--- config.mk ---
export PLATFORM = sky130hd
export DESIGN_NAME = rggen_indirect_register_window
export DESIGN_NICKNAME = d
export VERILOG_FILES = /design/src/rtl/rggen_indirect_register_window.sv
export SDC_FILE = /design/constraint.sdc
export NUM_CORES = 1
export LEC_CHECK = 0
export BUFFER_PORTS_ARGS = -buffer_cell sky130_fd_sc_hd__clkbuf_2
export CORE_MARGIN = 1.5
export CORE_UTILIZATION = 29
export DETAILED_ROUTE_END_ITERATION = 7
export GPL_TIMING_DRIVEN = 0
export HOLD_SLACK_MARGIN = 0.05
export PLACE_DENSITY_LB_ADDON = 0.15
export SKIP_CTS_REPAIR_TIMING = 1
export SLEW_MARGIN = 20
export SYNTH_ARGS = -nofsm -noshare
export SYNTH_HDL_FRONTEND = slang
export SYNTH_SLANG_ARGS = --single-unit
--- constraint.sdc ---
create_clock -name clk -period 3.8 [get_ports clk]
set_input_delay 0.76 -clock clk [delete_from_list [all_inputs] [get_ports clk]]
set_output_delay 0.76 -clock clk [all_outputs]
set_load 0.1 [all_outputs]
--- src/rtl/rggen_indirect_register_window.sv ---
// Indirect register window: an index register plus a data register give
// bus access to a DEPTH-entry register array, with optional wait states,
// auto-incrementing index, out-of-range index errors and a flat readout
// of all entries for the hardware side.
module rggen_indirect_register_window #(
  parameter int                     ADDRESS_WIDTH  = 16,
  parameter logic [ADDRESS_WIDTH-1:0] INDEX_ADDRESS = 'h0,
  parameter logic [ADDRESS_WIDTH-1:0] DATA_ADDRESS  = 'h4,
  parameter int                     DATA_WIDTH     = 32,
  parameter int                     DEPTH          = 16,
  parameter int                     INDEX_WIDTH    = $clog2(DEPTH),
  parameter bit                     AUTO_INCREMENT = 1'b1,
  parameter int                     WAIT_CYCLES    = 0,
  parameter logic [DATA_WIDTH-1:0]  VALID_BITS     = '1,
  parameter logic [DATA_WIDTH-1:0]  INITIAL_VALUE  = '0
) (
  input  logic                        clk,
  input  logic                        rst_n,
  input  logic                        i_request,
  input  logic [ADDRESS_WIDTH-1:0]    i_address,
  input  logic                        i_write,
  input  logic [DATA_WIDTH-1:0]       i_write_data,
  input  logic [DATA_WIDTH/8-1:0]     i_strobe,
  input  logic                        i_clear,
  output logic                        o_select,
  output logic                        o_ready,
  output logic                        o_error,
  output logic [DATA_WIDTH-1:0]       o_read_data,
  output logic [INDEX_WIDTH-1:0]      o_index,
  output logic [DEPTH*DATA_WIDTH-1:0] o_entries
);

  localparam int                     STRB_W    = DATA_WIDTH / 8;
  localparam logic [INDEX_WIDTH-1:0] LAST_IDX  = INDEX_WIDTH'(DEPTH - 1);
  localparam logic [DATA_WIDTH:0]    DEPTH_EXT = (DATA_WIDTH + 1)'(DEPTH);
  localparam logic [3:0]             WAIT_LOAD = 4'(WAIT_CYCLES - 1);

  typedef enum logic [1:0] {ST_IDLE, ST_WAIT, ST_RESPOND} state_e;

  state_e                               state_q;
  logic [3:0]                           wait_cnt_q;
  logic                                 is_data_q;
  logic                                 write_q;
  logic [DATA_WIDTH-1:0]                wdata_q;
  logic [STRB_W-1:0]                    strobe_q;
  logic                                 ready_q;
  logic                                 error_q;
  logic [DATA_WIDTH-1:0]                rdata_q;
  logic [INDEX_WIDTH-1:0]               index_q, index_d;
  logic [DEPTH-1:0][DATA_WIDTH-1:0]     entry_q, entry_d;

  logic                  hit_index, hit_data, accept, index_oob, done;
  logic                  cur_data, cur_write;
  logic [DATA_WIDTH-1:0] entry_rd, rsp_data, wmask;

  assign hit_index = (i_address == INDEX_ADDRESS);
  assign hit_data  = (i_address == DATA_ADDRESS);
  assign o_select  = hit_index | hit_data;
  assign accept    = (state_q == ST_IDLE) && i_request && o_select;
  assign index_oob = ({1'b0, i_write_data} >= DEPTH_EXT);
  assign done      = (state_q == ST_RESPOND);
  assign entry_rd  = entry_q[index_q] & VALID_BITS;

  // In IDLE the access attributes come straight off the bus; in WAIT they
  // come from the copy latched at acceptance.
  assign cur_data  = (state_q == ST_IDLE) ? hit_data : is_data_q;
  assign cur_write = (state_q == ST_IDLE) ? i_write  : write_q;

  // Read data presented with the response: entry or zero-extended index
  always_comb begin
    rsp_data = '0;
    if (!cur_write) rsp_data = cur_data ? entry_rd : DATA_WIDTH'(index_q);
  end

  // Access FSM; response outputs are registered and live for the RESPOND cycle
  always_ff @(posedge clk or negedge rst_n) begin
    if (!rst_n) begin
      state_q    <= ST_IDLE;
      wait_cnt_q <= '0;
      is_data_q  <= 1'b0;
      write_q    <= 1'b0;
      wdata_q    <= '0;
      strobe_q   <= '0;
      ready_q    <= 1'b0;
      error_q    <= 1'b0;
      rdata_q    <= '0;
    end else begin
      ready_q <= 1'b0;
      error_q <= 1'b0;
      rdata_q <= '0;
      case (state_q)
        ST_IDLE: begin
          if (accept) begin
            is_data_q <= hit_data;
            write_q   <= i_write;
            wdata_q   <= i_write_data;
            strobe_q  <= i_strobe;
            if (hit_data && (WAIT_CYCLES > 0)) begin
              state_q    <= ST_WAIT;
              wait_cnt_q <= WAIT_LOAD;
            end else begin
              state_q <= ST_RESPOND;
              ready_q <= 1'b1;
              error_q <= hit_index && i_write && index_oob;
              rdata_q <= rsp_data;
            end
          end
        end
        ST_WAIT: begin
          // an abandoned request leaves no trace
          if (!i_request) begin
            state_q <= ST_IDLE;
          end else if (wait_cnt_q == '0) begin
            state_q <= ST_RESPOND;
            ready_q <= 1'b1;
            rdata_q <= rsp_data;
          end else begin
            wait_cnt_q <= wait_cnt_q - 4'd1;
          end
        end
        ST_RESPOND: state_q <= ST_IDLE;
        default:    state_q <= ST_IDLE;
      endcase
    end
  end

  // Index update at the end of RESPOND; clear overrides everything
  always_comb begin
    index_d = index_q;
    if (done) begin
      if (!is_data_q) begin
        if (write_q && !error_q) index_d = wdata_q[INDEX_WIDTH-1:0];
      end else if (AUTO_INCREMENT) begin
        index_d = (index_q == LAST_IDX) ? '0 : index_q + 1'b1;
      end
    end
    if (i_clear) index_d = '0;
  end

  // Byte-enable mask restricted to implemented bits
  always_comb begin
    wmask = '0;
    for (int b = 0; b < STRB_W; b++) wmask[b*8 +: 8] = {8{strobe_q[b]}};
    wmask = wmask & VALID_BITS;
  end

  // Entry write at the end of RESPOND, into the entry the index pointed at
  always_comb begin
    entry_d = entry_q;
    if (done && is_data_q && write_q)
      entry_d[index_q] = (entry_q[index_q] & ~wmask) | (wdata_q & wmask);
  end

  // Index and entry storage
  always_ff @(posedge clk or negedge rst_n) begin
    if (!rst_n) begin
      index_q <= '0;
      entry_q <= {DEPTH{INITIAL_VALUE & VALID_BITS}};
    end else begin
      index_q <= index_d;
      entry_q <= entry_d;
    end
  end

  assign o_ready     = ready_q;
  assign o_error     = error_q;
  assign o_read_data = rdata_q;
  assign o_index     = index_q;
  assign o_entries   = entry_q;

endmodule

Word level (Yosys, flattened, before mapping)
Cells that the tools add are included.
{ "totals": {"reg_bits": 594, "out_inout_bits": 551, "word_cells": 89} }
{ "classes": {"add_sub_neg": 2, "n_lt_le_gt_ge": 3, "eq_ne": 6, "n_mux": 28, "n_bitwise": 6, "reduce_logical": 18} }
{ "ops": {"columns": ["operator", "n"], "rows": [
  ["$bwmux W512", 1],
  ["$mux W32", 7],
  ["$bmux W32 S4", 1],
  ["$demux W32 S4", 1],
  ["$and A32 B32 Y32", 2],
  ["$pmux W32 S2", 1],
  ["$ge A32 B5 Y1 const B", 1],
  ["$not A32 Y32", 1],
  ["$or A32 B32 Y32", 1],
  ["$mux W4", 5],
  ["$eq A16 B3 Y1 const B", 1],
  ["$logic_not A16 Y1", 1],
  ["$logic_and A1 B1 Y1", 8],
  ["$mux W1", 7],
  ["$mux W2", 3],
  ["$reduce_and A2 Y1", 3],
  ["$lt A4 B5 Y1 const B", 1],
  ["$add A4 B1 Y4 const B", 1],
  ["$eq A4 B4 Y1 const B", 1],
  ["$ge A4 B1 Y1 const B", 1],
  ["$logic_not A4 Y1", 1],
  ["$pmux W2 S2", 1],
  ["$sub A4 B1 Y4 const B", 1],
  ["$ne A3 B3 Y1 const B", 1],
  ["other kinds (11)", 11]
]} }

Logic depth before layout (Yosys ltp)
Gate-level depths: netlist of the first run.
{ "logic_depth": {"depth_word": 7, "ltp_mapped": 12, "ltp_nobuf": 6} }

Worst setup path after synthesis of the first run
OpenSTA, ideal clock, no wires.
{ "synth_path": {"path_type": "reg-to-reg", "start": "reg index_q[1], in the netlist o_index[1]", "end": "reg entry_q, in the netlist o_entries[268]", "setup_time_ns": 0.126, "arrival_time_ns": 3.110, "t_required_ns": 3.674, "setup_slack_ns": 0.564, "path_stages_with_launch": 12, "path_buffers": 6, "period_less_slack_ns": 3.236, "path_cell_list": "dfrtp_1 buf_6 buf_6 buf_6 buf_6 buf_6 inv_1 ha_1 nand4_1 nor2_1 clkbuf_1 mux2_2"} }
{ "synth_between": {"elab_chain_cells": 5} }
{ "synth_rtl": {"columns": ["element", "line", "text"], "rows": [
  ["start: declaration", "49", "logic [INDEX_WIDTH-1:0] index_q, index_d;"],
  ["start signal: assignment", "160", "index_q <= index_d;"],
  ["$lt A4 B5 Y1 (implied by the code) (tied with other cells)", "151", "entry_d[index_q] = (entry_q[index_q] & ~wmask) | (wdata_q & wmask);"],
  ["$logic_and A1 B1 Y1 (implied by the code) / $mux W32 (equally long branches)", "151", null],
  ["$mux W32 (implied by the code) / $and A32 B32 Y32 (equally long branches)", "151", null],
  ["$demux W32 S4 / $or A32 B32 Y32 (equally long branches)", "151", null],
  ["$bwmux W512 *", "151", null],
  ["end signal: assignment", "158", "entry_q <= {DEPTH{INITIAL_VALUE & VALID_BITS}};"],
  ["end signal: assignment", "161", "entry_q <= entry_d;"],
  ["end: declaration", "50", "logic [DEPTH-1:0][DATA_WIDTH-1:0] entry_q, entry_d;"]
]} }
Every way passes the cells marked *; elsewhere a longest branch is shown, timed or not. The select of a mux whose other input is x is not followed.
A chain may end at the register's enable or synchronous reset.

Final worst setup path of the first run
{ "layout_path": {"start": "reg index_q[1], in the netlist o_index[1]", "end": "reg entry_q, in the netlist o_entries[62]"} }
The elaborated chain is that of the path after synthesis.

==> flow_summary.html, run 1 <==
<table>
<tr><th>Metric</th><th>Value</th></tr>
<tr><th colspan="2">Final layout</th></tr>
<tr><td>Final net count</td><td>3163</td></tr>
<tr><td>Fillers</td><td>9156</td></tr>
<tr><td>Area added between synthesis and finish</td><td>27.6%</td></tr>
<tr><td>Area used by multi-input combinational logic</td><td>11100 sq um</td></tr>
<tr><td>Sequential cell area</td><td>approximately 15000 sq um</td></tr>
<tr><td>Post-route non-filler standard cell count</td><td>4342</td></tr>
<tr><td>Share of layout cells above drive strength 1</td><td>~36%</td></tr>
<tr><th colspan="2">Pwr</th></tr>
<tr><td>Sequential share of power</td><td>between 40% and 50%</td></tr>
<tr><td>Internal Dissipation</td><td>10.7 mW</td></tr>
<tr><td>Part of the total power dissipated in combinational logic</td><td>under 10%</td></tr>
<tr><td>Worst ir drop on vdd</td><td>0.258 mV</td></tr>
<tr><td>Clock network power share</td><td>between 50% and 60%</td></tr>
<tr><td>Switching power as a share of total power</td><td>~23%</td></tr>
<tr><td>Switching power</td><td>3.16 mW</td></tr>
<tr><td>Overall Power</td><td>13.9 mW</td></tr>
<tr><td>Static Leak</td><td>16.6 nW</td></tr>
<tr><td>Power density relative to cell area</td><td>406 nW/um^2</td></tr>
<tr><th colspan="2">Placed design</th></tr>
<tr><td>Post-detail-place hpwl</td><td>100000 um</td></tr>
<tr><td>Port buffer count</td><td>about 610</td></tr>
<tr><td>Routability congestion estimate from global placement</td><td>between 0.8 and 0.9</td></tr>
<tr><td>Cell total after placement</td><td>4202</td></tr>
<tr><th colspan="2">Clock network</th></tr>
<tr><td>Clock root buffer</td><td>clkbuf_16</td></tr>
<tr><td>CTS H-tree lvls</td><td>3</td></tr>
<tr><td>Insertion delay of the later-clocked pin in the worst-skew pair</td><td>0.63 ns</td></tr>
<tr><td>Clock-pin slew reported for the worst setup and hold paths after clock tree synthesis</td><td>0.05 ns</td></tr>
<tr><td>TritonCTS Buffers</td><td>between 70 and 80</td></tr>
<tr><td>Clock tree from TritonCTS</td><td>yes</td></tr>
<tr><td>Clock sink total</td><td>589</td></tr>
<tr><td>Number of buffers between clock root and the deepest sink</td><td>3</td></tr>
<tr><th colspan="2">Yosys</th></tr>
<tr><td>Ys flop type</td><td>dfrtp_1</td></tr>
<tr><td>Post-Synthesis Net Count</td><td>2463</td></tr>
<tr><td>Cell Area, Synth</td><td>26800 sq um</td></tr>
<tr><td>Share of synthesized area occupied by flip-flops and latches</td><td>a little under three fifths</td></tr>
<tr><td>Count of flip-flops with a built-in enable after synthesis</td><td>0</td></tr>
<tr><td>Warnings from Yosys</td><td>0</td></tr>
<tr><td>Post-synthesis cell count</td><td>2402</td></tr>
<tr><td>Mean instance size in the synthesized netlist</td><td>roughly 11 sq um</td></tr>
<tr><td>Leading area contributor after synthesis</td><td>dfrtp_1</td></tr>
<tr><td>Fraction of registers with async set/reset</td><td>between 90% and 100%</td></tr>
<tr><td>Cell types occupying the most area after synthesis</td><td>dfrtp_1 (55%), mux2i_1 (9.6%), mux2_2 (7.4%)</td></tr>
<tr><td>Synth unique cells</td><td>58</td></tr>
<tr><td>Top-area cell type share of the netlist area</td><td>55.0%</td></tr>
<tr><td>Flip-flop and latch count after synthesis</td><td>589</td></tr>
<tr><th colspan="2">Floorplanning</th></tr>
<tr><td>Io pins</td><td>608</td></tr>
<tr><td>Initial Utilization</td><td>29.3%</td></tr>
<tr><td>Floorplan Core Area</td><td>approximately 92000 sq um</td></tr>
<tr><td>Full die area</td><td>roughly 94000 sq um</td></tr>
<tr><td>Chip height</td><td>307 um</td></tr>
<tr><td>Std cell rows</td><td>111</td></tr>
<tr><td>DIE WIDTH</td><td>~310 um</td></tr>
<tr><th colspan="2">STA</th></tr>
<tr><td>Final worst path period share</td><td>a little over nine tenths</td></tr>
<tr><td>Hold Fails Final Rpt</td><td>0</td></tr>
<tr><td>Setup-violating endpoint count in the final report</td><td>0</td></tr>
<tr><td>Fin Setup TNS</td><td>0 ns</td></tr>
<tr><td>Setup repair after global routing missed its margin</td><td>no</td></tr>
<tr><td>Maximum clock rate</td><td>269 MHz</td></tr>
<tr><td>Worst slew margin relative to its limit</td><td>a little under a fifth</td></tr>
<tr><td>Transition time of the tightest slew-check pin</td><td>1.22 ns</td></tr>
<tr><td>Max Clock Skew</td><td>0.0134 ns</td></tr>
<tr><td>Post-layout minimum cycle time</td><td>between 3 and 4 ns</td></tr>
<tr><td>Max-slew violation count</td><td>0</td></tr>
<tr><th colspan="2">Run</th></tr>
<tr><td>Maxcap violations</td><td>0</td></tr>
<tr><th colspan="2">Route</th></tr>
<tr><td>Aggregate routed wire length</td><td>129000 um</td></tr>
<tr><td>Number of antenna-violating nets in the routed design</td><td>0</td></tr>
<tr><td>Vias per Instance</td><td>5.28</td></tr>
<tr><td>Detail-routed net length per standard cell</td><td>29.7 um</td></tr>
<tr><td>Vias after detailed routing</td><td>22900</td></tr>
<tr><td>DRC violation total after the first TritonRoute iteration</td><td>roughly 1800</td></tr>
<tr><td>DRC violation count after routing</td><td>0</td></tr>
<tr><td>Router iterations before antenna repair</td><td>6</td></tr>
<tr><th colspan="2">Status</th></tr>
<tr><td>Status</td><td>finished clean</td></tr>
<tr><th colspan="2">Global routing</th></tr>
<tr><td>Number of antenna violations at the first check in global routing</td><td>16</td></tr>
<tr><td>Pin count of the biggest net entering global routing</td><td>87</td></tr>
<tr><td>Number of global-route vias before repair</td><td>23500</td></tr>
<tr><td>Remaining global-route overflow</td><td>0</td></tr>
<tr><td>Global-route usage over all layers</td><td>a little over a quarter</td></tr>
<tr><td>First-pass GRT wire length</td><td>181000 um</td></tr>
<tr><th colspan="2">Worst setup path</th></tr>
<tr><td>Crit start category</td><td>flop</td></tr>
<tr><td>Data arrival time of the critical path</td><td>approximately 4.2 ns</td></tr>
<tr><td>Critical path type</td><td>flop to flop</td></tr>
<tr><td>Capturing element type of the critical path</td><td>flop</td></tr>
<tr><td>Data required time of the worst path</td><td>4.27 ns</td></tr>
<tr><td>Highest net fanout along the worst path</td><td>10</td></tr>
<tr><th colspan="2">Worst hold path</th></tr>
<tr><td>Worst hold path class</td><td>input pin to asynchronous set/reset pin</td></tr>
</table>
[cell usage after synthesis, types with 3 or more instances]
cell type and n:
dfrtp_1 589, nor2_1 380, a21oi_1 347, mux2i_1 257, mux2_2 177, nand2_1 147, clkbuf_1 73, buf_2 65
a22o_1 58, a22oi_1 48, buf_6 22, nand3_1 20, a221oi_2 19, a21oi_2 18, nor3_1 18, a21boi_2 13
buf_4 12, o41a_1 12, buf_1 11, a31o_2 10, a32o_1 9, nor4_1 8, o31a_1 7, inv_1 6
nand4_1 6, and2_1 5, o21ai_0 5, a21boi_4 4, and3_1 4, buf_8 4, ha_1 4, nor3_2 4
nor2_2 3, nor2b_1 3, or4_1 3
[final timing paths]
kind                             start             end  slack, ns  depth (start not counted)
max                         o_index[1]   o_entries[62]       0.08                         12
min                              rst_n  o_entries[284]       0.18                          1
max reg2reg                 o_index[1]   o_entries[62]       0.08                         12
min reg2reg                 wdata_q[9]      wdata_q[9]       0.47                          2
max in group asynchronous        rst_n  o_entries[466]       1.93                          4
min in group clk           i_strobe[3]     strobe_q[3]       0.35                          3
[metrics by stage]
stage | util [%] | hold slack [ns] | cell area [sq um] | setup slack [ns]
2_1_floorplan | - | 0.430 | 26800 | 0.564
3_3_place_gp | 34.2 | 0.448 | 31300 | -12.07
3_5_place_dp | 34.5 | 0.457 | 31600 | -0.774
4_1_cts | 37.2 | 0.174 | 34000 | -0.788
5_1_grt | 37.3 | 0.206 | 34200 | 0.0125
6_report | 37.3 | 0.176 | 34200 | 0.0848
[cell type report]
cell class / count / share of cell area (%)
sequential: 589 / 43.1
multi-input combinational: 1619 / 32.3
timing repair buffer: 625 / 9.75
clock buffer: 103 / 6.49
tap: 1186 / 4.34
buffer: 188 / 3.14
clock inverter: 22 / 0.725
inverter: 6 / 0.0659
antenna: 4 / 0.0293
[power by group through the flow]
stage | clock network (mW) | logic (mW) | registers, mW
2_1_floorplan | 0 | 0.0615 | 6.40
3_3_place_gp | 0 | 0.304 | 6.40
4_1_cts | 7.40 | 0.343 | 6.28
5_1_grt | 7.65 | 0.367 | 6.27
6_report | 7.27 | 0.332 | 6.28
3_5_place_dp | 0 | 0.342 | 6.39
[placed cells by master (no fill, tap or decap), types with 16 or more instances in the layout]
| cell | n |
|---|---|
| clkbuf_2 | 615 |
| dfrtp_1 | 589 |
| nor2_1 | 366 |
| a21oi_1 | 347 |
| mux2i_1 | 257 |
| mux2_2 | 177 |
| nand2_1 | 147 |
| clkbuf_16 | 79 |
| clkbuf_1 | 76 |
| buf_2 | 65 |
| a22o_1 | 58 |
| a22oi_1 | 48 |
| buf_4 | 23 |
| buf_6 | 22 |
| nand3_1 | 20 |
| a221oi_2 | 19 |
| nor3_1 | 18 |
| a21oi_2 | 18 |
| clkbuf_8 | 16 |
[critical path, stage by stage, from the launching register on]
cell and delay (ns):
dfrtp_1 0.53, buf_6 0.22, buf_6 0.17, buf_6 0.20, buf_6 0.19, buf_6 0.18
inv_1 0.12, ha_1 0.15, nand2_1 0.23, nor3_4 0.64, buf_2 0.45, buf_2 0.34
a21oi_1 0.10
[flip-flops by register name (all words and copies together), names as in the netlist, 4 cells and up]
| signal | cells |
|---|---|
| o_entries | 512 |
| o_read_data | 32 |
| wdata_q | 32 |
| o_index | 4 |
| strobe_q | 4 |
[logic make-up (layout without fill, tap and decap cells)]
| family | Yosys count | in the layout | share of synthesized area [%] |
|---|---|---|---|
| AND/OR/NAND/NOR | 608 | 608 | 9.21 |
| multiplexers | 434 | 434 | 17.0 |
| buffers and inverters | 194 | 944 | 4.04 |
| flip-flops | 589 | 589 | 55.0 |
| adder cells (fa/ha/maj) | 4 | 4 | 0.187 |
| other | 0 | 4 | 0 |
| AO/OA/AOI/OAI | 573 | 573 | 14.5 |
[layer usage]
metal  vias to the layer above  routed length [um]  track usage (%)
li1                       9916                   -                -
met1                     11900               53100             34.0
met2                       940               61700             44.5
met3                       187               10100             6.95
met4                         8                4140             8.69
met5                         -                  49                0
Note: power is estimated with default switching activity, not from simulation.
==> run 2: changes to the inputs <==
--- a/config.mk
+++ b/config.mk
@@ -6,6 +6,7 @@
 export NUM_CORES = 1
 export LEC_CHECK = 0
 export BUFFER_PORTS_ARGS = -buffer_cell sky130_fd_sc_hd__clkbuf_2
+export CORE_ASPECT_RATIO = 0.5
 export CORE_MARGIN = 1.5
 export CORE_UTILIZATION = 29
 export DETAILED_ROUTE_END_ITERATION = 7
==> flow_summary.html, run 2 (same netlist as run 1, synthesis figures left out) <==
<table>
<tr><th>Metric</th><th>Value</th></tr>
<tr><th colspan="2">Status</th></tr>
<tr><td>Status</td><td>finished with violations (was finished clean)</td></tr>
<tr><td>Violations in the final reports</td><td>negative setup slack</td></tr>
<tr><th colspan="2">Clock network</th></tr>
<tr><td>Insertion delay of the later-clocked pin in the worst-skew pair</td><td>0.66 ns (was 0.63 ns)</td></tr>
<tr><td>Clock sink total</td><td>589 (unchanged)</td></tr>
<tr><td>CTS H-tree lvls</td><td>2 (was 3)</td></tr>
<tr><td>Number of buffers between clock root and the deepest sink</td><td>3 (unchanged)</td></tr>
<tr><td>Clock-pin slew reported for the worst setup and hold paths after clock tree synthesis</td><td>0.07 ns (was 0.05 ns)</td></tr>
<tr><td>TritonCTS Buffers</td><td>60 (was 73)</td></tr>
<tr><td>Clock tree from TritonCTS</td><td>yes (unchanged)</td></tr>
<tr><td>Clock root buffer</td><td>clkbuf_16 (unchanged)</td></tr>
<tr><th colspan="2">Pwr</th></tr>
<tr><td>Static Leak</td><td>16.3 nW (was 16.6 nW)</td></tr>
<tr><td>Worst ir drop on vdd</td><td>0.328 mV (was 0.258 mV)</td></tr>
<tr><td>Power density relative to cell area</td><td>386 nW/um^2 (was 406 nW/um^2)</td></tr>
<tr><th colspan="2">Placed design</th></tr>
<tr><td>Port buffer count</td><td>606 (unchanged)</td></tr>
<tr><td>Post-detail-place hpwl</td><td>95700 um (was 100000 um)</td></tr>
<tr><td>Cell total after placement</td><td>4255 (was 4202)</td></tr>
<tr><td>Routability congestion estimate from global placement</td><td>0.906 (was 0.886)</td></tr>
<tr><td>Placement-stage cell area</td><td>31600 sq um (about the same)</td></tr>
<tr><th colspan="2">Worst setup path</th></tr>
<tr><td>Cell Chain, Critical Path</td><td>buf_6 -&gt; buf_6 -&gt; buf_6 -&gt; buf_6 -&gt; buf_6 -&gt; inv_1 -&gt; ha_1 -&gt; nand2_1 -&gt; nor2_2 -&gt; buf_2 -&gt; buf_1 -&gt; a21oi_1 (was buf_6 -&gt; buf_6 -&gt; buf_6 -&gt; buf_6 -&gt; buf_6 -&gt; inv_1 -&gt; ha_1 -&gt; nand2_1 -&gt; nor3_4 -&gt; buf_2 -&gt; buf_2 -&gt; a21oi_1)</td></tr>
<tr><td>Worst path top cell family by delay</td><td>buffers and inverters (unchanged)</td></tr>
<tr><td>Capturing element type of the critical path</td><td>flop (unchanged)</td></tr>
<tr><td>Slowest-stage cell, CP</td><td>nor2_2 (was nor3_4)</td></tr>
<tr><td>Data arrival time of the critical path</td><td>4.29 ns (was 4.19 ns)</td></tr>
<tr><td>Critical path type</td><td>flop to flop (unchanged)</td></tr>
<tr><td>Delay of the slowest cell on the worst path</td><td>0.62 ns (was 0.64 ns)</td></tr>
<tr><td>Data required time of the worst path</td><td>4.29 ns (was 4.27 ns)</td></tr>
<tr><td>Critical Path Most Common Cell</td><td>buf_6 (unchanged)</td></tr>
<tr><td>Register-to-Register Setup Slack</td><td>-0.006 ns (was 0.08 ns)</td></tr>
<tr><td>Reg2Reg Depth</td><td>12 (unchanged)</td></tr>
<tr><td>Highest net fanout along the worst path</td><td>10 (unchanged)</td></tr>
<tr><td>R2R Path Start</td><td>o_index[1] (unchanged)</td></tr>
<tr><td>Count of buffering cells on the critical path with inverters included</td><td>8 (unchanged)</td></tr>
<tr><td>Reg2Reg Capture Point</td><td>o_entries[444] (was o_entries[62])</td></tr>
<tr><td>Crit start category</td><td>flop (unchanged)</td></tr>
<tr><th colspan="2">Floorplanning</th></tr>
<tr><td>Floorplan Core Area</td><td>91100 sq um (was 91500 sq um)</td></tr>
<tr><td>Full die area</td><td>94300 sq um (was 94200 sq um)</td></tr>
<tr><td>DIE WIDTH</td><td>433 um (was 307 um)</td></tr>
<tr><td>Io pins</td><td>608 (unchanged)</td></tr>
<tr><td>Std cell rows</td><td>78 (was 111)</td></tr>
<tr><td>Chip height</td><td>218 um (was 307 um)</td></tr>
<tr><td>Initial Utilization</td><td>29.4% (was 29.3%)</td></tr>
<tr><th colspan="2">Route</th></tr>
<tr><td>Detail-routed net length per standard cell</td><td>28.6 um (was 29.7 um)</td></tr>
<tr><td>Vias after detailed routing</td><td>22900 (about the same)</td></tr>
<tr><td>Vias per Instance</td><td>5.22 (was 5.28)</td></tr>
<tr><td>Aggregate routed wire length</td><td>125000 um (was 129000 um)</td></tr>
<tr><td>Number of antenna-violating nets in the routed design</td><td>0 (unchanged)</td></tr>
<tr><td>Router iterations before antenna repair</td><td>6 (unchanged)</td></tr>
<tr><td>DRC violation total after the first TritonRoute iteration</td><td>2060 (was 1830)</td></tr>
<tr><td>DRC violation count after routing</td><td>0 (unchanged)</td></tr>
<tr><th colspan="2">STA</th></tr>
<tr><td>Final worst hold slack</td><td>0.0815 ns (was 0.176 ns)</td></tr>
<tr><td>Transition time of the tightest slew-check pin</td><td>1.19 ns (was 1.22 ns)</td></tr>
<tr><td>Worst-case setup margin in the final layout</td><td>-0.00589 ns (was 0.0848 ns)</td></tr>
<tr><td>Setup-violating endpoint count in the final report</td><td>1 (was 0)</td></tr>
<tr><td>Final worst path period share</td><td>100% (was 97.8%)</td></tr>
<tr><td>Setup repair after global routing missed its margin</td><td>yes (was no)</td></tr>
<tr><td>Max-slew violation count</td><td>0 (unchanged)</td></tr>
<tr><td>Post-layout minimum cycle time</td><td>3.81 ns (was 3.72 ns)</td></tr>
<tr><td>Worst slew margin relative to its limit</td><td>20.3% (was 18.5%)</td></tr>
<tr><td>Hold Fails Final Rpt</td><td>0 (unchanged)</td></tr>
<tr><td>Maximum clock rate</td><td>263 MHz (was 269 MHz)</td></tr>
<tr><td>Max Clock Skew</td><td>0.0163 ns (was 0.0134 ns)</td></tr>
<tr><th colspan="2">Final layout</th></tr>
<tr><td>Final core utilization</td><td>37.1% (was 37.3%)</td></tr>
<tr><td>Share of layout cells above drive strength 1</td><td>34.9% (was 35.7%)</td></tr>
<tr><td>Area of all placed cells without fillers</td><td>33800 sq um (was 34200 sq um)</td></tr>
<tr><td>Area added between synthesis and finish</td><td>26.2% (was 27.6%)</td></tr>
<tr><td>Final net count</td><td>3142 (was 3163)</td></tr>
<tr><td>Highest-count cells in the layout ignoring fill and taps</td><td>clkbuf_2 (609), dfrtp_1 (589), nor2_1 (369), a21oi_1 (347), mux2i_1 (257) (was clkbuf_2 (615), dfrtp_1 (589), nor2_1 (366), a21oi_1 (347), mux2i_1 (257))</td></tr>
<tr><td>Post-route non-filler standard cell count</td><td>4385 (was 4342)</td></tr>
<tr><td>Number of flip-flops under the largest register name</td><td>512 (unchanged)</td></tr>
<tr><td>Most frequent standard cell in the layout excluding fill and tap cells</td><td>clkbuf_2 (unchanged)</td></tr>
<tr><th colspan="2">Worst hold path</th></tr>
<tr><td>Worst hold path class</td><td>input pin to asynchronous set/reset pin (unchanged)</td></tr>
<tr><th colspan="2">Run</th></tr>
<tr><td>Maxcap violations</td><td>0 (unchanged)</td></tr>
<tr><th colspan="2">Global routing</th></tr>
<tr><td>Remaining global-route overflow</td><td>0 (unchanged)</td></tr>
<tr><td>Met1 Usage GRT</td><td>35.1% (was 34.0%)</td></tr>
<tr><td>Global-route usage over all layers</td><td>25.7% (was 26.9%)</td></tr>
<tr><td>Pin count of the biggest net entering global routing</td><td>87 (unchanged)</td></tr>
<tr><td>Met2 layer usage reported by global route</td><td>41.2% (was 44.5%)</td></tr>
<tr><td>Number of antenna violations at the first check in global routing</td><td>12 (was 16)</td></tr>
<tr><td>Gr busiest metal</td><td>met2 (unchanged)</td></tr>
<tr><td>Number of global-route vias before repair</td><td>21900 (was 23500)</td></tr>
<tr><td>First-pass GRT wire length</td><td>173000 um (was 181000 um)</td></tr>
<tr><td>M3 GR Usage</td><td>4.55% (was 6.95%)</td></tr>
</table>
-- run 2: worst reg2reg max path: cells and delay by family, from the launching register on --
| kind | cells | cell delay [ns] |
|---|---|---|
| DFF | 1 | 0.43 |
| adders and majority gates | 1 | 0.15 |
| buffers and inverters | 8 | 2.08 |
| AOI/OAI and AO/OA | 1 | 0.16 |
| and+or+nand+nor | 2 | 0.82 |
-- run 2: per-stage QoR --
stage,power (mW),TNS (ns),worst slack (ns)
final,13.1,-0.00589,-0.00589
after global routing,13.4,-2.54,-0.104
after CTS,13.2,-21.79,-0.370
after detailed placement,6.71,-18.05,-0.340
after global placement,6.69,-7547.82,-12.87
after floorplan,6.46,0,0.564
-- run 2: area by class of cell --
class | instances | area (sq um)
well taps | 1240 | 1550
plain buffers | 188 | 1060
repair buffers | 617 | 3260
multi-input cells | 1619 | 11000
clock inverters | 21 | 254
fillers | 9216 | 57300
diodes | 15 | 37.5
flip-flops and latches | 589 | 14700
inverters | 6 | 22.5
clock buffers | 90 | 1840
-- run 2: how the worst max path moves through the flow --
stage | cells past startpoint | slack, ns | start | end
floorplan | 11 | 0.56 | o_index[1] | o_entries[268]
global placement | 1 | -12.87 | rst_n | o_entries[429]
detailed placement | 12 | -0.34 | o_index[1] | o_entries[134]
CTS | 12 | -0.37 | o_index[1] | o_entries[134]
global route | 12 | -0.10 | o_index[1] | o_entries[440]
finish | 12 | -0.006 | o_index[1] | o_entries[444]
-- run 2: where the power goes --
part           internal (mW)  leakage [nW]  switching [mW]  total, mW
combinational         0.0602          7.09           0.257      0.317
clock                   3.67          1.02            2.80       6.47
sequential              6.27          8.23         0.00144       6.27
-- run 2: layer usage --
layer	routed length, um	vias up
li1	-	9895
met1	54100	12000
met2	59200	782
met3	7820	159
met4	4080	0
met5	0	-
